--- src/rtl/mul_share_ctrl_if.sv ---
// Bus bundle for mul_share_ctrl: request ports, shared-multiplier operands/product,
// response channel, flush and busy. slave = controller side, master = environment side.
interface mul_share_ctrl_if;
  logic [1:0]       req_valid;
  logic [1:0]       req_ready;
  logic [1:0][31:0] req_a;
  logic [1:0][31:0] req_b;
  logic [1:0]       req_op;
  logic             flush;
  logic [31:0]      mul_a;
  logic [31:0]      mul_b;
  logic [63:0]      mul_product;
  logic             rsp_valid;
  logic             rsp_ready;
  logic             rsp_id;
  logic [63:0]      rsp_result;
  logic             rsp_overflow;
  logic             rsp_trap;
  logic             busy;

  modport slave (
    input  req_valid, req_a, req_b, req_op, flush, mul_product, rsp_ready,
    output req_ready, mul_a, mul_b, rsp_valid, rsp_id, rsp_result, rsp_overflow, rsp_trap, busy
  );

  modport master (
    output req_valid, req_a, req_b, req_op, flush, mul_product, rsp_ready,
    input  req_ready, mul_a, mul_b, rsp_valid, rsp_id, rsp_result, rsp_overflow, rsp_trap, busy
  );
endinterface

--- src/rtl/mul_share_ctrl.sv ---
// Round-robin sharing of one external multicycle 32x32 signed multiplier between two
// requesters. Optional MUL_SHARE_TRAP_EN: overflow raises rsp_trap and substitutes the result.
module mul_share_ctrl #(
  parameter int unsigned LATENCY = 2
) (
  input logic              clk,
  input logic              rst_n,
  mul_share_ctrl_if.slave  bus
);

  typedef enum logic [1:0] {StIdle, StExec, StResp} state_e;

  state_e      state_q, state_d;
  logic [3:0]  cnt_q;
  logic        last_q;
  logic        op_q;
  logic        id_q;
  logic [31:0] mul_a_q, mul_b_q;
  logic [63:0] result_q;
  logic        overflow_q;
  logic        trap_q;

  logic        gnt_en;
  logic        gnt_id;
  logic        capture;
  logic [63:0] result_d;
  logic        overflow_d;
  logic        trap_d;

  // Arbitration: alternate on contention, otherwise serve whoever is asking.
  always_comb begin
    gnt_en = (state_q == StIdle) && (|bus.req_valid) && !bus.flush;
    case (bus.req_valid)
      2'b11:   gnt_id = ~last_q;
      2'b10:   gnt_id = 1'b1;
      default: gnt_id = 1'b0;
    endcase
  end

  assign capture = (state_q == StExec) && !bus.flush && (cnt_q == 4'd0);

  // Result post-processing from the product currently on the multiplier output.
  always_comb begin
    overflow_d = op_q && !((&bus.mul_product[63:31]) || !(|bus.mul_product[63:31]));
    result_d   = op_q ? {{32{bus.mul_product[31]}}, bus.mul_product[31:0]} : bus.mul_product;
`ifdef MUL_SHARE_TRAP_EN
    trap_d     = overflow_d;
    if (trap_d) result_d = 64'hBAD0_BAD0_BAD0_BAD0;
`else
    trap_d     = 1'b0;
`endif
  end

  // State register.
  always_ff @(posedge clk or negedge rst_n) begin
    if (!rst_n) state_q <= StIdle;
    else        state_q <= state_d;
  end

  // Next-state logic; flush overrides both capture and the response handshake.
  always_comb begin
    state_d = state_q;
    unique case (state_q)
      StIdle: if (gnt_en) state_d = StExec;
      StExec: begin
        if (bus.flush)   state_d = StIdle;
        else if (capture) state_d = StResp;
      end
      StResp: begin
        if (bus.flush || bus.rsp_ready) state_d = StIdle;
      end
      default: state_d = StIdle;
    endcase
  end

  // Outputs.
  always_comb begin
    bus.req_ready = 2'b00;
    if (gnt_en) bus.req_ready[gnt_id] = 1'b1;
    bus.rsp_valid    = (state_q == StResp);
    bus.busy         = (state_q != StIdle);
    bus.mul_a        = mul_a_q;
    bus.mul_b        = mul_b_q;
    bus.rsp_id       = id_q;
    bus.rsp_result   = result_q;
    bus.rsp_overflow = overflow_q;
    bus.rsp_trap     = trap_q;
  end

  // Datapath registers.
  always_ff @(posedge clk or negedge rst_n) begin
    if (!rst_n) begin
      cnt_q      <= 4'd0;
      last_q     <= 1'b1;
      op_q       <= 1'b0;
      id_q       <= 1'b0;
      mul_a_q    <= 32'd0;
      mul_b_q    <= 32'd0;
      result_q   <= 64'd0;
      overflow_q <= 1'b0;
      trap_q     <= 1'b0;
    end else begin
      if (gnt_en) begin
        mul_a_q <= bus.req_a[gnt_id];
        mul_b_q <= bus.req_b[gnt_id];
        op_q    <= bus.req_op[gnt_id];
        id_q    <= gnt_id;
        last_q  <= gnt_id;
        cnt_q   <= 4'(LATENCY - 1);
      end else if ((state_q == StExec) && (cnt_q != 4'd0)) begin
        cnt_q <= cnt_q - 4'd1;
      end
      if (capture) begin
        result_q   <= result_d;
        overflow_q <= overflow_d;
        trap_q     <= trap_d;
      end
    end
  end

endmodule

--- src/flat_wrapper.sv ---
// flat-port wrapper written by rule: the top's interface ports become plain ports
module mul_share_ctrl_flat 
#(
  parameter int unsigned LATENCY = 2
)
  (clk, rst_n, bus_req_valid, bus_req_a, bus_req_b, bus_req_op, bus_flush, bus_mul_product, bus_rsp_ready, bus_req_ready, bus_mul_a, bus_mul_b, bus_rsp_valid, bus_rsp_id, bus_rsp_result, bus_rsp_overflow, bus_rsp_trap, bus_busy);
  mul_share_ctrl_if bus_i ();
  input logic clk;
  input logic rst_n;
  input wire logic [$bits(bus_i.req_valid)-1:0] bus_req_valid;
  input wire logic [$bits(bus_i.req_a)-1:0] bus_req_a;
  input wire logic [$bits(bus_i.req_b)-1:0] bus_req_b;
  input wire logic [$bits(bus_i.req_op)-1:0] bus_req_op;
  input wire logic [$bits(bus_i.flush)-1:0] bus_flush;
  input wire logic [$bits(bus_i.mul_product)-1:0] bus_mul_product;
  input wire logic [$bits(bus_i.rsp_ready)-1:0] bus_rsp_ready;
  output wire logic [$bits(bus_i.req_ready)-1:0] bus_req_ready;
  output wire logic [$bits(bus_i.mul_a)-1:0] bus_mul_a;
  output wire logic [$bits(bus_i.mul_b)-1:0] bus_mul_b;
  output wire logic [$bits(bus_i.rsp_valid)-1:0] bus_rsp_valid;
  output wire logic [$bits(bus_i.rsp_id)-1:0] bus_rsp_id;
  output wire logic [$bits(bus_i.rsp_result)-1:0] bus_rsp_result;
  output wire logic [$bits(bus_i.rsp_overflow)-1:0] bus_rsp_overflow;
  output wire logic [$bits(bus_i.rsp_trap)-1:0] bus_rsp_trap;
  output wire logic [$bits(bus_i.busy)-1:0] bus_busy;
  assign bus_i.req_valid = bus_req_valid;
  assign bus_i.req_a = bus_req_a;
  assign bus_i.req_b = bus_req_b;
  assign bus_i.req_op = bus_req_op;
  assign bus_i.flush = bus_flush;
  assign bus_i.mul_product = bus_mul_product;
  assign bus_i.rsp_ready = bus_rsp_ready;
  assign bus_req_ready = bus_i.req_ready;
  assign bus_mul_a = bus_i.mul_a;
  assign bus_mul_b = bus_i.mul_b;
  assign bus_rsp_valid = bus_i.rsp_valid;
  assign bus_rsp_id = bus_i.rsp_id;
  assign bus_rsp_result = bus_i.rsp_result;
  assign bus_rsp_overflow = bus_i.rsp_overflow;
  assign bus_rsp_trap = bus_i.rsp_trap;
  assign bus_busy = bus_i.busy;
  mul_share_ctrl #(.LATENCY(LATENCY)) u_core (.clk(clk), .rst_n(rst_n), .bus(bus_i));
endmodule
--- config.mk ---
export PLATFORM = sky130hd
export DESIGN_NAME = mul_share_ctrl_flat
export DESIGN_NICKNAME = d
export VERILOG_FILES = /design/src/rtl/mul_share_ctrl_if.sv /design/src/rtl/mul_share_ctrl.sv /design/src/flat_wrapper.sv
export SDC_FILE = /design/constraint.sdc
export NUM_CORES = 1
export LEC_CHECK = 0
export CAP_MARGIN = 20
export CORE_AREA = 2 2 130 132
export DETAILED_ROUTE_END_ITERATION = 12
export DIE_AREA = 0 0 132 134
export PLACE_DENSITY = 0.88
export SLEW_MARGIN = 40
export SYNTH_ARGS = -nofsm -noshare
export SYNTH_HDL_FRONTEND = slang
export SYNTH_SLANG_ARGS = --single-unit
export TNS_END_PERCENT = 20
--- constraint.sdc ---
create_clock -name clk -period 4.6 [get_ports clk]
set_input_delay 0.92 -clock clk [delete_from_list [all_inputs] [get_ports clk]]
set_output_delay 0.92 -clock clk [all_outputs]
set_load 0.005 [all_outputs]
### Yosys cells after proc, flatten, opt, wreduce, memory -nomap -nowiden

Cells that the tools add are included.

| word-level totals | value |
|---|---|
| register bits after elaboration | 138 |
| bits of input ports | 200 |
| output and inout bits | 135 |
| word-level logic and storage cells | 59 |

| cells by class | value |
|---|---|
| $add $sub $neg | 1 |
| $lt $le $gt $ge | 2 |
| equality and inequality tests | 7 |
| multiplexer cells | 18 |
| bitwise gates (word level) | 1 |
| reduce and logical (&&, ||, !) cells | 21 |

Operators with widths:

| operator | count |
|---|---|
| $mux W32 | 4 |
| $mux W64 | 1 |
| $reduce_and A33 Y1 | 1 |
| $reduce_or A33 Y1 | 1 |
| $mux W2 | 5 |
| $mux W4 | 2 |
| $logic_and A1 B1 Y1 | 7 |
| $eq A2 B2 Y1 const B | 3 |
| $pmux W2 S3 | 1 |
| $logic_not A4 Y1 | 1 |
| $ne A2 B1 Y1 const B | 2 |
| $reduce_bool A2 Y1 | 2 |
| $reduce_bool A4 Y1 | 1 |
| $sub A4 B1 Y4 const B | 1 |
| $logic_not A1 Y1 | 3 |
| $mux W1 | 3 |
| $ne A3 B2 Y1 const B | 1 |
| $reduce_and A3 Y1 | 1 |
| $eq A2 B1 Y1 const B | 1 |
| $logic_not A2 Y1 | 1 |
| $logic_or A1 B1 Y1 | 2 |
| $lt A1 B2 Y1 const B | 1 |
| $pmux W1 S2 | 1 |
| $reduce_or A2 Y1 | 1 |
| other kinds (3) | 3 |

### Depth between registers and ports, before layout

| logic depth | value |
|---|---|
| depth in word-level cells | 7 |
| mapped depth | 10 |
| depth with buffers taken out | 6 |

### Worst setup path after synthesis

OpenSTA, ideal clock, no wires.

| timing path | value |
|---|---|
| kind | in2out |
| start | input port bus_flush |
| end | output port bus_req_ready[0] |
| arrival | 1,784 ps |
| data required time | 3,680 ps |
| slack | 1,896 ps |
| stages on the path | 4 |
| path buffers | 1 |
| path through | nor3_1 -> o21ai_1 -> a21oi_1 -> clkbuf_1 |

| between the ends | value |
|---|---|
| word-level cells in the longest chain between the ends | 3 |

Ends and longest elaborated chain:

| element | line | source |
|---|---|---|
| start, declared | flat_wrapper.sv:14 | `input wire logic [$bits(bus_i.flush)-1:0] bus_flush;` |
| $logic_not A1 Y1 | mul_share_ctrl.sv:32 | `gnt_en = (state_q == StIdle) && (\|bus.req_valid) && !bus.flush;` |
| $logic_and A1 B1 Y1 | mul_share_ctrl.sv:32 |  |
| $mux W2 | mul_share_ctrl.sv:79 | `if (gnt_en) bus.req_ready[gnt_id] = 1'b1;` |
| end, declared | flat_wrapper.sv:17 | `output wire logic [$bits(bus_i.req_ready)-1:0] bus_req_ready;` |

Every way passes these cells.

### Worst setup path after layout

| timing path | value |
|---|---|
| start | input port bus_flush |
| end | output port bus_req_ready[1] |

The elaborated chain is that of the path after synthesis.

==> impl_results.md <==
- FILL cells: roughly 1,200
- Largest net degree at the start of global routing: between 100 and 150
- Die area: about 18,000 um^2
- Synth cell count leaders: 137 x dfrtp_1, 67 x a21o_1, 65 x a22o_1, 37 x nand2_1, 34 x a21oi_1
- Antenna diode count: 0
- Setup CP Type: primary input to primary output
- H-Tree Depth: 4
- Hold crit path type: primary input to asynchronous set/reset pin
- RSZ-0062 raised after global routing: no
- Outcome: completed
- Global-route wire length before repair: 30.4 mm
- I/O Pins: roughly 340
- Post-synth ARST share: 1.00
- Layout cells sized above 1: 0.0954
- Max Fclk: ~290 MHz
- Routed Wire Length: 20.0 mm
- DPL Wire Length: ~14 mm
- Ys flop type: dfrtp_1
- Hold buffer count at cts: 0
- Synth Net Count: approximately 700
- Clock Skew: between 6 and 7 ps
- Clk_lat worst skew: around 410 ps
- Crit path max fanout: 4
- Clock power frac: 0.223
- Synth top area share: 0.570
- Synth-to-Final Area Change: 68.6%
- # resized after CTS: 0
- Slew Limit Fails: 0
- Synth Warn #: 0
- Setup violations, final: 0
- FF-to-FF setup slack: 2030 ps
- Clk slew on worst S/H paths: ~60 ps
- PD cells: between 600 and 700 nW/um^2
- Count of different cell masters after synthesis: 36
- Nets@finish: approximately 1,000
- Worst vdd rail ir drop: between 0.4 and 0.5 mV
- Setup TNS: 0 ps
- Seq pwr share: 0.344
- Final Hold Vio Count: 0
- Combinational Power Share: 0.433
- Die height: 134 um
- Count leader, synth: dfrtp_1
- Critical path arrival: 2580 ps
- FF+latch area: approximately 3500 um^2
- Cells on worst reg2reg path: 7
- Post-layout minimum cycle time: 3500 ps
- Number of global-route vias before repair: about 5,400
- Port bufs: 333
- Site row count: 47
- Maxcap violations: 0
- Starting Density: 0.369
- Via/cell ratio: 5.11
- Post-synthesis cell count: about 500
- TritonRoute pass-1 iters: 4
- Register area share after synthesis: 0.575
- Mean Syn Cell Area: between 10 and 15 um^2
- Setup ws final: 1100 ps
- Die X: about 130 um
- Yosys reg bits: 138
- Leak: 4.68 nW
- Placer Congestion: 0.862
- Synth top area cells: dfrtp_1 57%, a22o_1 9.5%, a21o_1 8.4%
- Cell internal pwr: 0.00436 W
- Setup bufs post-CTS: 0
- Core area: approximately 16,000 um^2
- Routed Antenna Nets: 0
- Synth area leader: dfrtp_1
- Dpl ws: 1090 ps
- Max Root-Sink Buffers: 2
- Element type at the critical path end: primary output
- Tcrit/Tclk final: 0.760
- Multi-input logic area: 2360 um^2
- Startpoint types: primary input
- CTS buffer count: 17
- Slew at the pin closest to its max-slew limit: 781 ps
- Area of the mapped netlist: 6010 um^2
- Number of flops mapped to enable cells by yosys: 0
- Drt wl/cell: around 19 um
- Antenna violations before repair: 2
- Overflow after GRT: 0
- Switching pwr: 0.00179 W
- Root Buffer: clkbuf_16
- Slew HR: 0.479
- CTS tree: built
- GRT Overall Usage: 0.220
- Switching share of power: 0.291
- Worst Path Required: between 3000 and 4000 ps
- CTS Sinks: ~140
- Vias: approximately 5,400
- DRC viols: 0
- Initial drt markers: 267
cell families (layout without fill, tap and decap cells):
logic type | after synthesis | in the layout | synth area share
simple gates | 73 | 73 | 0.0587
compound gates | 204 | 204 | 0.242
fa+ha+maj | 2 | 2 | 0.00416
other cells | 1 | 1 | 0.000624
buf+inv | 46 | 375 | 0.0375
xor+xnor | 3 | 3 | 0.00437
mux | 32 | 32 | 0.0781
flops | 138 | 138 | 0.575
layer usage:
layer  part of all wire  wire (um)  GRT usage  vias to the layer above
li1                   -          -          -                     2474
met1               0.40       8010      0.270                     2637
met2               0.52      10400      0.378                      212
met3              0.060       1190     0.0544                       29
met4              0.020        410     0.0827                        2
met5            0.00065         13          0                        -
worst paths after layout:
| check | from | endpoint |
|---|---|---|
| setup / recovery | bus_flush | bus_req_ready[1] |
| hold / removal | rst_n | u_core.bus.mul_a[25]$_DFFE_PN0P_ |
| setup reg to reg | u_core.cnt_q[0]$_DFFE_PN0P_ | u_core.bus.rsp_result[21]$_DFFE_PN0P_ |
| hold reg to reg | u_core.bus.rsp_result[54]$_DFFE_PN0P_ | u_core.bus.rsp_result[54]$_DFFE_PN0P_ |
| max in group asynchronous | rst_n | u_core.bus.mul_a[7]$_DFFE_PN0P_ |
| min in group clk | u_core.bus.rsp_result[54]$_DFFE_PN0P_ | u_core.bus.rsp_result[54]$_DFFE_PN0P_ |
flip-flops by register name, summed over array words and instances, names as in the netlist:
| register | count |
|---|---|
| u_core.bus.rsp_result | 64 |
| u_core.bus.mul_a | 32 |
| u_core.bus.mul_b | 32 |
| u_core.cnt_q | 4 |
| u_core.state_q | 2 |
| u_core.bus.rsp_id | 1 |
| u_core.bus.rsp_overflow | 1 |
| u_core.last_q | 1 |
| u_core.op_q | 1 |
cell type report:
class / instances / area share
clock buffer: 19 / 0.0437
clock inverter: 12 / 0.0148
inverter: 4 / 0.00148
multi-input combinational: 315 / 0.233
sequential: 138 / 0.341
tap: 220 / 0.0272
timing repair buffer: 340 / 0.339
through the flow:
stage                     std cells   util  hold slack (ps)  area, um^2  power (W)
final                          1048  0.622              414       10100    0.00615
after global routing           1048  0.622              418       10100    0.00650
after CTS                      1047  0.620              482       10100    0.00621
after detailed placement       1016  0.584              469        9510    0.00479
after global placement         1015  0.582              458        9490    0.00469
after floorplan                 499      -              470        6010    0.00320
worst max-delay path, cell delays in order:
cell and delay [ps]:
clkdlybuf4s50_1 450, nor3_1 420, and3_2 290, clkdlybuf4s50_1 490
power by group through the flow:
stage	Sequential [W]	Clock [W]	Combinational (W)
5_1_grt	0.00218	0.00146	0.00286
2_1_floorplan	0.00212	0	0.00108
3_3_place_gp	0.00208	0	0.00261
4_1_cts	0.00211	0.00141	0.00269
3_5_place_dp	0.00212	0	0.00267
6_report	0.00212	0.00137	0.00266
placed cells by master (no fill, tap or decap), drive strengths merged, types with 6 or more instances in the layout:
| master | count |
|---|---|
| dfrtp | 137 |
| mux2 | 32 |
| a21oi | 34 |
| a22o | 65 |
| clkinv | 6 |
| nor4 | 7 |
| nand2 | 37 |
| a21o | 67 |
| nand4 | 9 |
| clkbuf | 19 |
| clkdlybuf4s50 | 332 |
| o21ai | 34 |
| buf | 8 |
No activity file was read; power rests on OpenSTA's default activity.
